[src/rtl/wb_burst_pkg.sv]
`default_nettype none
// +-----------------------------------------------------------------------+
// | Module      : wb_burst_pkg                                            |
// | Description : Shared types and Wishbone cycle-type constants for the  |
// |               burst master and its helpers.                           |
// | Revision    : 1.0 - initial release                                   |
// +-----------------------------------------------------------------------+
package wb_burst_pkg;

  // Burst master control states.
  typedef enum logic [1:0] {
    IDLE     = 2'd0,
    WR_BURST = 2'd1,
    RD_BURST = 2'd2
  } state_e;

  // Wishbone registered-feedback cycle type identifiers.
  localparam logic [2:0] CTI_CLASSIC = 3'b000;
  localparam logic [2:0] CTI_INCR    = 3'b010;
  localparam logic [2:0] CTI_EOB     = 3'b111;

endpackage
`default_nettype wire

[src/rtl/wb_burst_master_if.sv]
`default_nettype none
// +-----------------------------------------------------------------------+
// | Module      : wb_burst_master_if                                      |
// | Description : Command, write-data, read-data, Wishbone and status     |
// |               signals of the burst master. "master" is the view of    |
// |               the burst master itself, "slave" the view of the user / |
// |               bus model on the other side.                            |
// | Revision    : 1.0 - initial release                                   |
// +-----------------------------------------------------------------------+
interface wb_burst_master_if #(
  parameter int AW = 32,
  parameter int DW = 32
);
  // Command channel
  logic            cmd_valid;
  logic            cmd_ready;
  logic            cmd_we;
  logic [AW-1:0]   cmd_addr;
  logic [3:0]      cmd_len;
  // Write-data channel
  logic            wdata_valid;
  logic            wdata_ready;
  logic [DW-1:0]   wdata;
  // Read-data channel (no backpressure)
  logic            rdata_valid;
  logic [DW-1:0]   rdata;
  logic            rdata_last;
  // Wishbone master side
  logic            wb_cyc_o;
  logic            wb_stb_o;
  logic            wb_we_o;
  logic [AW-1:0]   wb_addr_o;
  logic [DW-1:0]   wb_dat_o;
  logic [DW/8-1:0] wb_sel_o;
  logic [2:0]      wb_cti_o;
  logic            wb_ack_i;
  logic [DW-1:0]   wb_dat_i;
  // Status
  logic            busy;
  logic            err_o;

  modport master (
    input  cmd_valid, cmd_we, cmd_addr, cmd_len,
    output cmd_ready,
    input  wdata_valid, wdata,
    output wdata_ready,
    output rdata_valid, rdata, rdata_last,
    output wb_cyc_o, wb_stb_o, wb_we_o, wb_addr_o, wb_dat_o, wb_sel_o, wb_cti_o,
    input  wb_ack_i, wb_dat_i,
    output busy, err_o
  );

  modport slave (
    output cmd_valid, cmd_we, cmd_addr, cmd_len,
    input  cmd_ready,
    output wdata_valid, wdata,
    input  wdata_ready,
    input  rdata_valid, rdata, rdata_last,
    input  wb_cyc_o, wb_stb_o, wb_we_o, wb_addr_o, wb_dat_o, wb_sel_o, wb_cti_o,
    output wb_ack_i, wb_dat_i,
    input  busy, err_o
  );

endinterface
`default_nettype wire

[src/rtl/wb_ack_watchdog.sv]
`default_nettype none
// +-----------------------------------------------------------------------+
// | Module      : wb_ack_watchdog                                         |
// | Description : Counts cycles in which a strobe is outstanding without  |
// |               an ack; flags expiry on the TIMEOUT-th such cycle so    |
// |               the master can abort on the following edge.             |
// | Revision    : 1.0 - initial release                                   |
// +-----------------------------------------------------------------------+
module wb_ack_watchdog #(
  parameter int TIMEOUT = 255
) (
  input  wire logic clk_i,
  input  wire logic rst_i,
  input  wire logic enable_i,   // strobe outstanding this cycle
  input  wire logic clear_i,    // ack seen or no cycle in progress
  output logic      expired_o
);

  localparam int CW = (TIMEOUT > 1) ? $clog2(TIMEOUT) : 1;

  logic [CW-1:0] cnt_q, cnt_d;

  // Expiry fires on the cycle that would be the TIMEOUT-th unacked strobe.
  always_comb begin
    expired_o = enable_i && !clear_i && (cnt_q == CW'(TIMEOUT - 1));
    cnt_d     = cnt_q;
    if (clear_i || expired_o) begin
      cnt_d = '0;
    end else if (enable_i) begin
      cnt_d = cnt_q + CW'(1);
    end
  end

  // Wait-cycle counter register.
  always_ff @(posedge clk_i or posedge rst_i) begin
    if (rst_i) begin
      cnt_q <= '0;
    end else begin
      cnt_q <= cnt_d;
    end
  end

endmodule
`default_nettype wire

[src/rtl/wb_burst_master.sv]
`default_nettype none
// +-----------------------------------------------------------------------+
// | Module      : wb_burst_master                                         |
// | Description : Wishbone incrementing-burst master. Accepts a command   |
// |               (addr, len = beats-1, we), then streams up to 16 beats  |
// |               with CTI signalling. Write data passes through a        |
// |               one-entry holding register; read data is registered.    |
// |               Define WB_BURST_MASTER_TIMEOUT_EN to include the ack    |
// |               watchdog (abort + err_o pulse after TIMEOUT unacked     |
// |               strobe cycles).                                         |
// | Revision    : 1.0 - initial release                                   |
// +-----------------------------------------------------------------------+
module wb_burst_master #(
  parameter int AW      = 32,
  parameter int DW      = 32,
  parameter int TIMEOUT = 255
) (
  input  wire logic         wb_clk_i,
  input  wire logic         wb_rst_i,
  wb_burst_master_if.master bus
);

  import wb_burst_pkg::*;

  localparam int            BW        = DW / 8;
  localparam logic [AW-1:0] ADDR_STEP = AW'(BW);

  state_e        state_q, state_d;
  logic [AW-1:0] addr_q, addr_d;
  logic [3:0]    len_q, len_d;
  logic          we_q, we_d;
  logic [3:0]    beat_q, beat_d;        // beats acknowledged so far
  logic [4:0]    load_q, load_d;        // write beats loaded into the holding register
  logic          hold_v_q, hold_v_d;
  logic [DW-1:0] hold_q, hold_d;
  logic [DW-1:0] rdata_q, rdata_d;
  logic          rvalid_q, rvalid_d;
  logic          rlast_q, rlast_d;
  logic          err_q, err_d;
  logic          ready_en_q;            // holds cmd_ready low until the first edge after reset

  logic w_cyc, w_stb, w_ack, w_last_beat, w_final;
  logic w_wr_more, w_wready, w_wload, w_cmd_ready, w_expired;

  assign w_cyc       = (state_q != IDLE);
  assign w_stb       = (state_q == RD_BURST) || ((state_q == WR_BURST) && hold_v_q);
  assign w_ack       = bus.wb_ack_i && w_stb;         // acks without a strobe are ignored
  assign w_last_beat = (beat_q == len_q);
  assign w_final     = w_ack && w_last_beat;
  assign w_wr_more   = (load_q <= {1'b0, len_q});
  assign w_wready    = (state_q == WR_BURST) && (!hold_v_q || bus.wb_ack_i) && w_wr_more;
  assign w_wload     = w_wready && bus.wdata_valid;
  assign w_cmd_ready = (state_q == IDLE) && ready_en_q;

`ifdef WB_BURST_MASTER_TIMEOUT_EN
  wb_ack_watchdog #(
    .TIMEOUT (TIMEOUT)
  ) u_watchdog (
    .clk_i     (wb_clk_i),
    .rst_i     (wb_rst_i),
    .enable_i  (w_stb),
    .clear_i   (w_ack || !w_cyc),
    .expired_o (w_expired)
  );
`else
  // No watchdog: a burst waits indefinitely for its acks.
  assign w_expired = 1'b0;
`endif

  // Output drive.
  assign bus.cmd_ready   = w_cmd_ready;
  assign bus.wdata_ready = w_wready;
  assign bus.rdata_valid = rvalid_q;
  assign bus.rdata       = rdata_q;
  assign bus.rdata_last  = rlast_q;
  assign bus.wb_cyc_o    = w_cyc;
  assign bus.wb_stb_o    = w_stb;
  assign bus.wb_we_o     = w_cyc && we_q;
  assign bus.wb_addr_o   = addr_q;
  assign bus.wb_dat_o    = hold_q;
  assign bus.wb_sel_o    = w_cyc ? {BW{1'b1}} : {BW{1'b0}};
  assign bus.wb_cti_o    = !w_cyc        ? CTI_CLASSIC :
                           (len_q == '0) ? CTI_CLASSIC :
                           w_last_beat   ? CTI_EOB     : CTI_INCR;
  assign bus.busy        = w_cyc;
  assign bus.err_o       = err_q;

  // Next-state and datapath update for the burst FSM.
  always_comb begin
    state_d  = state_q;
    addr_d   = addr_q;
    len_d    = len_q;
    we_d     = we_q;
    beat_d   = beat_q;
    load_d   = load_q;
    hold_v_d = hold_v_q;
    hold_d   = hold_q;
    rdata_d  = rdata_q;
    rvalid_d = 1'b0;
    rlast_d  = 1'b0;
    err_d    = w_expired;
    case (state_q)
      IDLE: begin
        beat_d   = '0;
        load_d   = '0;
        hold_v_d = 1'b0;
        if (bus.cmd_valid && w_cmd_ready) begin
          addr_d  = bus.cmd_addr;
          len_d   = bus.cmd_len;
          we_d    = bus.cmd_we;
          state_d = bus.cmd_we ? WR_BURST : RD_BURST;
        end
      end
      WR_BURST: begin
        if (w_ack) begin
          beat_d   = beat_q + 4'd1;
          addr_d   = addr_q + ADDR_STEP;
          hold_v_d = 1'b0;
        end
        if (w_wload) begin
          hold_v_d = 1'b1;
          hold_d   = bus.wdata;
          load_d   = load_q + 5'd1;
        end
        if (w_final || w_expired) begin
          hold_v_d = 1'b0;
          state_d  = IDLE;
        end
      end
      RD_BURST: begin
        if (w_ack) begin
          beat_d   = beat_q + 4'd1;
          addr_d   = addr_q + ADDR_STEP;
          rdata_d  = bus.wb_dat_i;
          rvalid_d = 1'b1;
          rlast_d  = w_last_beat;
        end
        if (w_final || w_expired) begin
          state_d = IDLE;
        end
      end
      default: state_d = IDLE;
    endcase
  end

  // State and datapath registers; reset abandons any burst in flight.
  always_ff @(posedge wb_clk_i or posedge wb_rst_i) begin
    if (wb_rst_i) begin
      state_q    <= IDLE;
      addr_q     <= '0;
      len_q      <= '0;
      we_q       <= 1'b0;
      beat_q     <= '0;
      load_q     <= '0;
      hold_v_q   <= 1'b0;
      hold_q     <= '0;
      rdata_q    <= '0;
      rvalid_q   <= 1'b0;
      rlast_q    <= 1'b0;
      err_q      <= 1'b0;
      ready_en_q <= 1'b0;
    end else begin
      state_q    <= state_d;
      addr_q     <= addr_d;
      len_q      <= len_d;
      we_q       <= we_d;
      beat_q     <= beat_d;
      load_q     <= load_d;
      hold_v_q   <= hold_v_d;
      hold_q     <= hold_d;
      rdata_q    <= rdata_d;
      rvalid_q   <= rvalid_d;
      rlast_q    <= rlast_d;
      err_q      <= err_d;
      ready_en_q <= 1'b1;
    end
  end

endmodule
`default_nettype wire

[src/flat_wrapper.sv]
// flat-port wrapper written by rule: the top's interface ports become plain ports
module wb_burst_master_flat import wb_burst_pkg::*;
#(
  parameter int AW      = 32,
  parameter int DW      = 32,
  parameter int TIMEOUT = 255
)
  (wb_clk_i, wb_rst_i, bus_cmd_valid, bus_cmd_we, bus_cmd_addr, bus_cmd_len, bus_cmd_ready, bus_wdata_valid, bus_wdata, bus_wdata_ready, bus_rdata_valid, bus_rdata, bus_rdata_last, bus_wb_cyc_o, bus_wb_stb_o, bus_wb_we_o, bus_wb_addr_o, bus_wb_dat_o, bus_wb_sel_o, bus_wb_cti_o, bus_wb_ack_i, bus_wb_dat_i, bus_busy, bus_err_o);
  wb_burst_master_if #(.AW(AW), .DW(DW)) bus_i ();
  input  wire logic wb_clk_i;
  input  wire logic wb_rst_i;
  input wire logic [$bits(bus_i.cmd_valid)-1:0] bus_cmd_valid;
  input wire logic [$bits(bus_i.cmd_we)-1:0] bus_cmd_we;
  input wire logic [$bits(bus_i.cmd_addr)-1:0] bus_cmd_addr;
  input wire logic [$bits(bus_i.cmd_len)-1:0] bus_cmd_len;
  output wire logic [$bits(bus_i.cmd_ready)-1:0] bus_cmd_ready;
  input wire logic [$bits(bus_i.wdata_valid)-1:0] bus_wdata_valid;
  input wire logic [$bits(bus_i.wdata)-1:0] bus_wdata;
  output wire logic [$bits(bus_i.wdata_ready)-1:0] bus_wdata_ready;
  output wire logic [$bits(bus_i.rdata_valid)-1:0] bus_rdata_valid;
  output wire logic [$bits(bus_i.rdata)-1:0] bus_rdata;
  output wire logic [$bits(bus_i.rdata_last)-1:0] bus_rdata_last;
  output wire logic [$bits(bus_i.wb_cyc_o)-1:0] bus_wb_cyc_o;
  output wire logic [$bits(bus_i.wb_stb_o)-1:0] bus_wb_stb_o;
  output wire logic [$bits(bus_i.wb_we_o)-1:0] bus_wb_we_o;
  output wire logic [$bits(bus_i.wb_addr_o)-1:0] bus_wb_addr_o;
  output wire logic [$bits(bus_i.wb_dat_o)-1:0] bus_wb_dat_o;
  output wire logic [$bits(bus_i.wb_sel_o)-1:0] bus_wb_sel_o;
  output wire logic [$bits(bus_i.wb_cti_o)-1:0] bus_wb_cti_o;
  input wire logic [$bits(bus_i.wb_ack_i)-1:0] bus_wb_ack_i;
  input wire logic [$bits(bus_i.wb_dat_i)-1:0] bus_wb_dat_i;
  output wire logic [$bits(bus_i.busy)-1:0] bus_busy;
  output wire logic [$bits(bus_i.err_o)-1:0] bus_err_o;
  assign bus_i.cmd_valid = bus_cmd_valid;
  assign bus_i.cmd_we = bus_cmd_we;
  assign bus_i.cmd_addr = bus_cmd_addr;
  assign bus_i.cmd_len = bus_cmd_len;
  assign bus_cmd_ready = bus_i.cmd_ready;
  assign bus_i.wdata_valid = bus_wdata_valid;
  assign bus_i.wdata = bus_wdata;
  assign bus_wdata_ready = bus_i.wdata_ready;
  assign bus_rdata_valid = bus_i.rdata_valid;
  assign bus_rdata = bus_i.rdata;
  assign bus_rdata_last = bus_i.rdata_last;
  assign bus_wb_cyc_o = bus_i.wb_cyc_o;
  assign bus_wb_stb_o = bus_i.wb_stb_o;
  assign bus_wb_we_o = bus_i.wb_we_o;
  assign bus_wb_addr_o = bus_i.wb_addr_o;
  assign bus_wb_dat_o = bus_i.wb_dat_o;
  assign bus_wb_sel_o = bus_i.wb_sel_o;
  assign bus_wb_cti_o = bus_i.wb_cti_o;
  assign bus_i.wb_ack_i = bus_wb_ack_i;
  assign bus_i.wb_dat_i = bus_wb_dat_i;
  assign bus_busy = bus_i.busy;
  assign bus_err_o = bus_i.err_o;
  wb_burst_master #(.AW(AW), .DW(DW), .TIMEOUT(TIMEOUT)) u_core (.wb_clk_i(wb_clk_i), .wb_rst_i(wb_rst_i), .bus(bus_i));
endmodule
[config.mk]
export PLATFORM = sky130hd
export DESIGN_NAME = wb_burst_master_flat
export DESIGN_NICKNAME = d
export VERILOG_FILES = /design/src/rtl/wb_burst_pkg.sv /design/src/rtl/wb_burst_master_if.sv /design/src/rtl/wb_ack_watchdog.sv /design/src/rtl/wb_burst_master.sv /design/src/flat_wrapper.sv
export SDC_FILE = /design/constraint.sdc
export NUM_CORES = 1
export LEC_CHECK = 0
export BUFFER_PORTS_ARGS = -buffer_cell sky130_fd_sc_hd__buf_2
export CORE_ASPECT_RATIO = 1.1
export CORE_MARGIN = 2
export CORE_UTILIZATION = 53
export DETAILED_ROUTE_END_ITERATION = 10
export GPL_ROUTABILITY_DRIVEN = 1
export HOLD_SLACK_MARGIN = 0.12
export PLACE_DENSITY_LB_ADDON = 0.25
export SYNTH_ARGS = -nofsm -noshare
export SYNTH_HDL_FRONTEND = slang
export SYNTH_SLANG_ARGS = --single-unit
[constraint.sdc]
create_clock -name wb_clk_i -period 11.5 [get_ports wb_clk_i]
set_input_delay 2.875 -clock wb_clk_i [delete_from_list [all_inputs] [get_ports wb_clk_i]]
set_output_delay 2.875 -clock wb_clk_i [all_outputs]
set_load 0.02 [all_outputs]
* Word-level counts from Yosys, hierarchy flattened *
Cells that the tools add are included.
W data, S select, Z words.

storage, ports and cells
  bits in registers = 116
  input port bits = 106
  output and inout port bits = 112
  word-level logic and storage cells = 73

operators by class
  $add $sub $neg = 3
  order comparisons = 1
  equality and inequality tests = 8
  muxes and demuxes = 23
  reductions and logical operators = 26

operators by type and width
  cell                     number
  $mux W32                 2
  $pmux W32 S2             1
  $add A32 B3 Y32 const B  1
  $reduce_and A2 Y1        7
  $pmux W5 S2              1
  $logic_and A1 B1 Y1      9
  $mux W3                  3
  $mux W4                  2
  $pmux W4 S2              1
  $mux W1                  7
  $mux W2                  3
  $ne A2 B1 Y1 const B     3
  $reduce_bool A2 Y1       3
  $add A5 B1 Y5 const B    1
  $le A5 B4 Y1             1
  $mux W5                  1
  $add A4 B1 Y4 const B    1
  $eq A4 B4 Y1             1
  $logic_not A4 Y1         1
  $ne A4 B1 Y1 const B     1
  $pmux W2 S2              1
  $reduce_and A3 Y1        1
  $eq A2 B1 Y1 const B     1
  $eq A2 B2 Y1 const B     1
  other kinds (6)          7

* Longest topological paths before layout *
Gate-level depths: netlist of the first run.

  depth after elaboration = 8
  gate-level depth with buffers = 9
  mapped depth without buffers = 7

* Least setup slack after synthesis of the first run *
OpenSTA, ideal clock, no wires.

  kind = input-to-output
  from = in bus_wb_ack_i
  to = out bus_wdata_ready
  arrival = 3.574 ns
  data required time = 8.625 ns
  slack = 5.051 ns
  stages = 3
  buffers on the path = 0
  path through = nand2b_1 -> o21ai_0 -> nor3b_1

on the way
  word-level cells in the longest chain between the ends = 3

RTL lines
  what                               line                   text
  start, declared                    flat_wrapper.sv:30     input wire logic [$bits(bus_i.wb_ack_i)-1:0] bus_wb_ack_i;
  $logic_or A1 B1 Y1                 wb_burst_master.sv:51  assign w_wready = (state_q == WR_BURST) && (!hold_v_q || bus.wb_ack_i) && w_wr_more;
  $logic_and A1 B1 Y1 (2 in series)  wb_burst_master.sv:51
  end, declared                      flat_wrapper.sv:19     output wire logic [$bits(bus_i.wdata_ready)-1:0] bus_wdata_ready;

Every way passes these cells.

* Worst setup path after layout of the first run *
Ends and elaborated chain as after synthesis.

==> results.md, run 1 <==
* Status: completed
* Fraction of registers with async set/reset at 100%
* Buffers and inverters on the worst path at 2
* Count of flip-flops with a built-in enable after synthesis at 0
* Share of cells above drive strength 1 at 46.9%
* Synth Area in Adders at 2.47%
* Most frequent cells in the layout: buf_2, dfrtp_1, mux2_2, a21oi_1, nand2_1
* GRT Max-Usage Layer: met2
* XOR/XNOR Fraction of Synth Area at 1.10%
* Peak supply drop at 180 µV
* WS Path Type: primary input to output pin
* Sink Count at 116
* Hold_buf cts at 0
* Final #Nets at 819
* Core area at 10300 µm²
* Overall routing resource usage at 25.2%
* Vias/cell at 5.44
* Mapped Area at 5570 µm²
* DR vias at 4663
* Number of cells on the worst hold path at 2
* Reg2reg path depth at 7
* Main combinational cell family by area after synthesis: multiplexers
* Fmax at 154 MHz
* Critical Path AT at 3.61 ns
* Layout Skew at 0.0110 ns
* Crit path time final at 6.48 ns
* Hold Vio Cnt, Final at 0
* M3 GR Usage at 6.84%
* Critical path launch point type: primary input
* Most common cell after layout, fill and taps aside: buf_2
* Synthesized instance count at 496
* Syn_nets at 613
* Gpl congestion at 0.871
* Synth Flop Type: dfrtp_1
* WL/cell at 16.2 µm
* Cell family with most CP delay: simple AND/OR/NAND/NOR gates
* Worst Hold Class: register to register
* Seq/Total Area, Yosys at 52.2%
* Slew Limit Fails at 0
* First drt pass iteration count at 7
* CP max stage delay at 0.20 ns
* Setup crit end kind: output pin
* CP Depth at 5
* GRT overflow at 0
* RSZ-0062 raised after global routing: false
* I/O Buffers at 216
* Met1 Resource Use GR at 30.4%
* Crit path top cell by count: buf_2
* Global-route wire length before repair at 22.5 mm
* Yosys Warn Count at 0
* Flops & latches, synth at 116
* Resize count post-CTS at 0
* Finished Cell Area at 7230 µm²
* Setup TNS at 0 ns
* Vias in the first global route at 4678
* Filler cells at 786
* Diodes inserted at 0
* Io pins at 218
* Mux contribution to synthesized area at 14.7%
* Power density cells at 337 nW/µm²
* Die width at 102 µm
* Unique masters post-synth at 54
* Hold Slack at 0.477 ns
* Max Cap Viol at 0
* CTS tree: built
* Area after DPL at 6690 µm²
* # rows at 39
* Clk buf depth at 2
* Leak at 0.00348 µW
* DR DRC count at 0
* Crit path cell chain: buf_2 -> nand2b_1 -> o21ai_0 -> nor3b_1 -> buf_2
* Average size of a mapped cell at 11.2 µm²
* # setup viols final at 0
* Die H at 111 µm
* Dpl hpwl at 9.71 mm
* Worst skew pair latency at 0.40 ns
* Final period util at 56.4%
* Pin count of the biggest net entering global routing at 83
* Post-CTS Setup Repair Bufs at 0
* Clk slew on worst S/H paths at 0.05 ns
* H-tree depth at 4
* Rel. slew slack at 30.5%
* Post-synthesis compound-gate area fraction at 13.2%
* Worst endpoint required time at 8.63 ns
* Area of the multi-input gates at 2430 µm²
* Full die area at 11300 µm²
* Final wirelength at 13.9 mm
* Area growth, synth to finish at 29.9%
* Worst slew pin tran at 1.04 ns
* Total CTS buffers at 17
* Reg area at 2900 µm²
* Initial antenna violation count at 0
* CP Max Fanout at 4
* Grt met2 use at 42.2%
* Clock root cell: clkbuf_16
* CP max-delay cell: nor3b_1
* Initial Utilization at 54.1%
* Post-synthesis simple-gate area fraction at 11.9%
* Initial DRC count at 201
* Detail Route Antenna Nets at 0
[cell usage after synthesis, types with 3 or more instances]
library cell	n	area, µm²
and4_1	3	26.3
nand2_1	31	116
nand2b_1	6	37.5
o22a_1	3	26.3
a31o_2	4	35.0
o22ai_1	13	81.3
and2_1	4	25.0
buf_6	3	33.8
buf_2	8	40.0
buf_4	7	52.6
dfrtp_1	116	2900
nor2_1	16	60.1
o21ai_0	23	115
a21oi_1	42	210
nor3_1	6	30.0
or3_1	3	18.8
nand4_1	12	75.1
nand3_1	24	120
a2bb2oi_1	12	105
a21o_1	4	30.0
clkbuf_1	15	56.3
and3_1	6	37.5
xnor2_1	5	43.8
a22o_1	3	26.3
inv_1	12	45.0
mux2i_1	3	30.0
mux2_2	70	788
ha_1	11	138
[cell type report]
class | instances | area share, %
clock buffer | 18 | 5.94
clock inverter | 13 | 1.56
inverter | 13 | 0.710
multi-input combinational | 332 | 33.6
sequential | 116 | 40.2
tap | 143 | 2.47
timing repair buffer | 222 | 15.6
[through the flow]
step / power (µW) / instances / util, % / setup slack, ns
2_1_floorplan: 1630 / 496 / - / 5.05
3_3_place_gp: 1910 / 826 / 65.0 / 5.04
3_5_place_dp: 1970 / 826 / 65.0 / 5.02
4_1_cts: 2450 / 857 / 70.2 / 5.02
5_1_grt: 2600 / 857 / 70.2 / 4.93
6_report: 2440 / 857 / 70.2 / 5.02
[sequential cells by signal, summed over array words and instances, names as in the netlist]
signal                  cells
u_core.bus.wb_addr_o       32
u_core.len_q                4
u_core.bus.rdata           32
u_core.bus.rdata_valid      1
u_core.beat_q               4
u_core.we_q                 1
u_core.load_q               5
u_core.bus.wb_dat_o        32
u_core.ready_en_q           1
u_core.hold_v_q             1
u_core.bus.rdata_last       1
u_core.state_q              2
[layer usage]
layer | part of all wire [%] | vias up
met3 | 6.8 | 16
met5 | 0 | -
met1 | 39 | 2243
met2 | 52 | 188
met4 | 1.3 | 0
li1 | - | 2216
[tightest hold or removal path, cell delays in order, from the launching register on]
cell and delay, ns:
dfrtp_1 0.34, nand2_1 0.05, nand2_1 0.06
[final timing paths]
path	start	endpoint	slack, ns
worst max-delay path	bus_wb_ack_i	bus_wdata_ready	5.02
worst min-delay path	u_core.we_q	u_core.we_q	0.48
worst max register to register	u_core.state_q[0]	u_core.bus.wb_addr_o[24]	8.09
worst min register to register	u_core.we_q	u_core.we_q	0.48
max in group asynchronous	wb_rst_i	u_core.bus.wb_dat_o[30]	7.61
min in group asynchronous	wb_rst_i	u_core.bus.wb_dat_o[8]	2.48
[power breakdown]
group          switching [µW]  internal [µW]  leakage, µW
sequential                154            603      0.00138
combinational             730            472      0.00184
clock                     186            294     0.000250
total                    1070           1370      0.00348
[kinds of logic (layout without fill, tap and decap cells)]
group                      Yosys count  after routing
and+or+nand+nor                    122            122
DFF                                116            116
other                                2              2
adders and majority gates           11             11
xor gates and xnor gates             7              7
buffers and inverters               48            266
AOI/OAI and AO/OA                  117            117
muxes                               73             73
(Power assumes the default switching activity.)
==> run 2, diff against run 1 <==
- CORE_UTILIZATION: 53 -> 44
- clock period: 11.5 -> 5.8 ns (I/O delays scaled with it)
==> results.md, run 2 (synthesis results as in run 1) <==
* Final #Nets at 819
* Slew Limit Fails at 0
* Clk slew on worst S/H paths at 0.06 ns
* Buffers and inverters on the worst path at 1
* CP max stage delay at 0.43 ns
* Crit path time final at 3.73 ns
* Hold Path Sink: u_core.we_q
* Most frequent cells in the layout: buf_2, dfrtp_1, mux2_2, a21oi_1, nand2_1
* RSZ-0062 raised after global routing: false
* H-tree depth at 4
* Die width at 111 µm
* Overall routing resource usage at 20.6%
* Status: completed
* Setup crit end kind: output pin
* Die H at 122 µm
* Setup TNS at 0 ns
* Total CTS buffers at 17
* Diodes inserted at 0
* CP max-delay cell: dfrtp_1
* DR DRC count at 0
* WS Path Type: register to output pin
* Critical Path AT at 2.28 ns
* WL/cell at 16.0 µm
* DR vias at 4665
* Met1 Resource Use GR at 24.9%
* Hold Slack at 0.496 ns
* Detail Route Antenna Nets at 0
* Dpl hpwl at 9.83 mm
* Worst Hold Class: register to register
* Share of cells above drive strength 1 at 47.0%
* Max Cap Viol at 0
* CP Max Fanout at 6
* Initial Utilization at 44.6%
* Number of cells on the worst hold path at 2
* GRT Max-Usage Layer: met2
* Area after DPL at 6710 µm²
* Worst slew pin tran at 0.951 ns
* Leak at 0.00350 µW
* Io pins at 218
* Area growth, synth to finish at 30.8%
* Vias/cell at 5.35
* Rel. slew slack at 36.6%
* Full die area at 13600 µm²
* Grt met2 use at 35.0%
* Hold Vio Cnt, Final at 0
* Worst skew pair latency at 0.41 ns
* Global-route wire length before repair at 22.4 mm
* Pin count of the biggest net entering global routing at 77
* Most common cell after layout, fill and taps aside: buf_2
* Design Power at 4870 µW
* Sink Count at 116
* Post-CTS Setup Repair Bufs at 0
* M3 GR Usage at 5.92%
* Initial DRC count at 274
* CTS tree: built
* Peak supply drop at 328 µV
* Power density cells at 669 nW/µm²
* Final period util at 64.3%
* Critical path launch point type: register
* # setup viols final at 0
* Cell family with most CP delay: compound AO/OA/AOI/OAI gates
* Fmax at 268 MHz
* Hold_buf cts at 0
* GRT overflow at 0
* R2R setup slack at 2.46 ns
* Worst endpoint required time at 4.35 ns
* Reg2reg path depth at 7
* Final wirelength at 13.9 mm
* Post-Place Cells at 840
* Clock root cell: clkbuf_16
* CP Depth at 6
* R2r endpoint: u_core.bus.wb_addr_o[24]
* Vias in the first global route at 4659
* # rows at 43
* Initial antenna violation count at 0
* Hold path startpoint: u_core.we_q
* Gpl congestion at 0.821
* First drt pass iteration count at 5
* Layout Skew at 0.00847 ns
* Resize count post-CTS at 0
* Number of cells in the finished layout apart from fillers at 872
* FF-to-FF Start: u_core.state_q[0]
* Crit path cell chain: ha_1 -> a21o_1 -> a211oi_1 -> o21ai_0 -> nor3b_1 -> buf_2
* Clk buf depth at 2
* Core area at 12500 µm²
* Finished Cell Area at 7280 µm²
* I/O Buffers at 216
run 2: cell type report:
| class | instances | area, µm² |
|---|---|---|
| Fill cell | 1112 | 5200 |
| Sequential cell | 116 | 2900 |
| Multi-Input combinational cell | 332 | 2430 |
| Timing Repair Buffer | 222 | 1130 |
| Clock buffer | 21 | 470 |
| Tap cell | 157 | 196 |
| Clock inverter | 11 | 103 |
| Inverter | 13 | 51.3 |
run 2: worst min-delay path: cells and delay by family, from the launching register on:
kind          cells  cell delay [ns]
flops             1             0.34
simple gates      2             0.11
run 2: worst max path at each step:
| stage | from | end | slack, ns |
|---|---|---|---|
| floorplan | wb_rst_i | u_core.beat_q[0] | 1.28 |
| global placement | bus_wb_ack_i | bus_wdata_ready | 2.18 |
| detailed placement | bus_wb_ack_i | bus_wdata_ready | 2.18 |
| CTS | u_core.load_q[2] | bus_wdata_ready | 2.06 |
| global route | u_core.len_q[2] | bus_wdata_ready | 1.91 |
| finish | u_core.load_q[2] | bus_wdata_ready | 2.07 |
run 2: stage by stage:
step	setup slack [ns]	util, %
global route	1.91	58.3
finish	2.07	58.3
CTS	2.06	58.3
floorplan	1.28	-
detailed placement	2.18	53.7
global placement	2.18	53.7
run 2: where the power goes:
group          internal (µW)  switching, µW
Sequential              1200            298
Clock                    623            373
Combinational            933           1450
Total                   2750           2120
run 2: layer usage:
metal  vias up  share of wire (%)
met5         -                  0
met4         0                1.5
met3        19                6.5
met2       164                 50
met1      2268                 42
li1       2214                  -
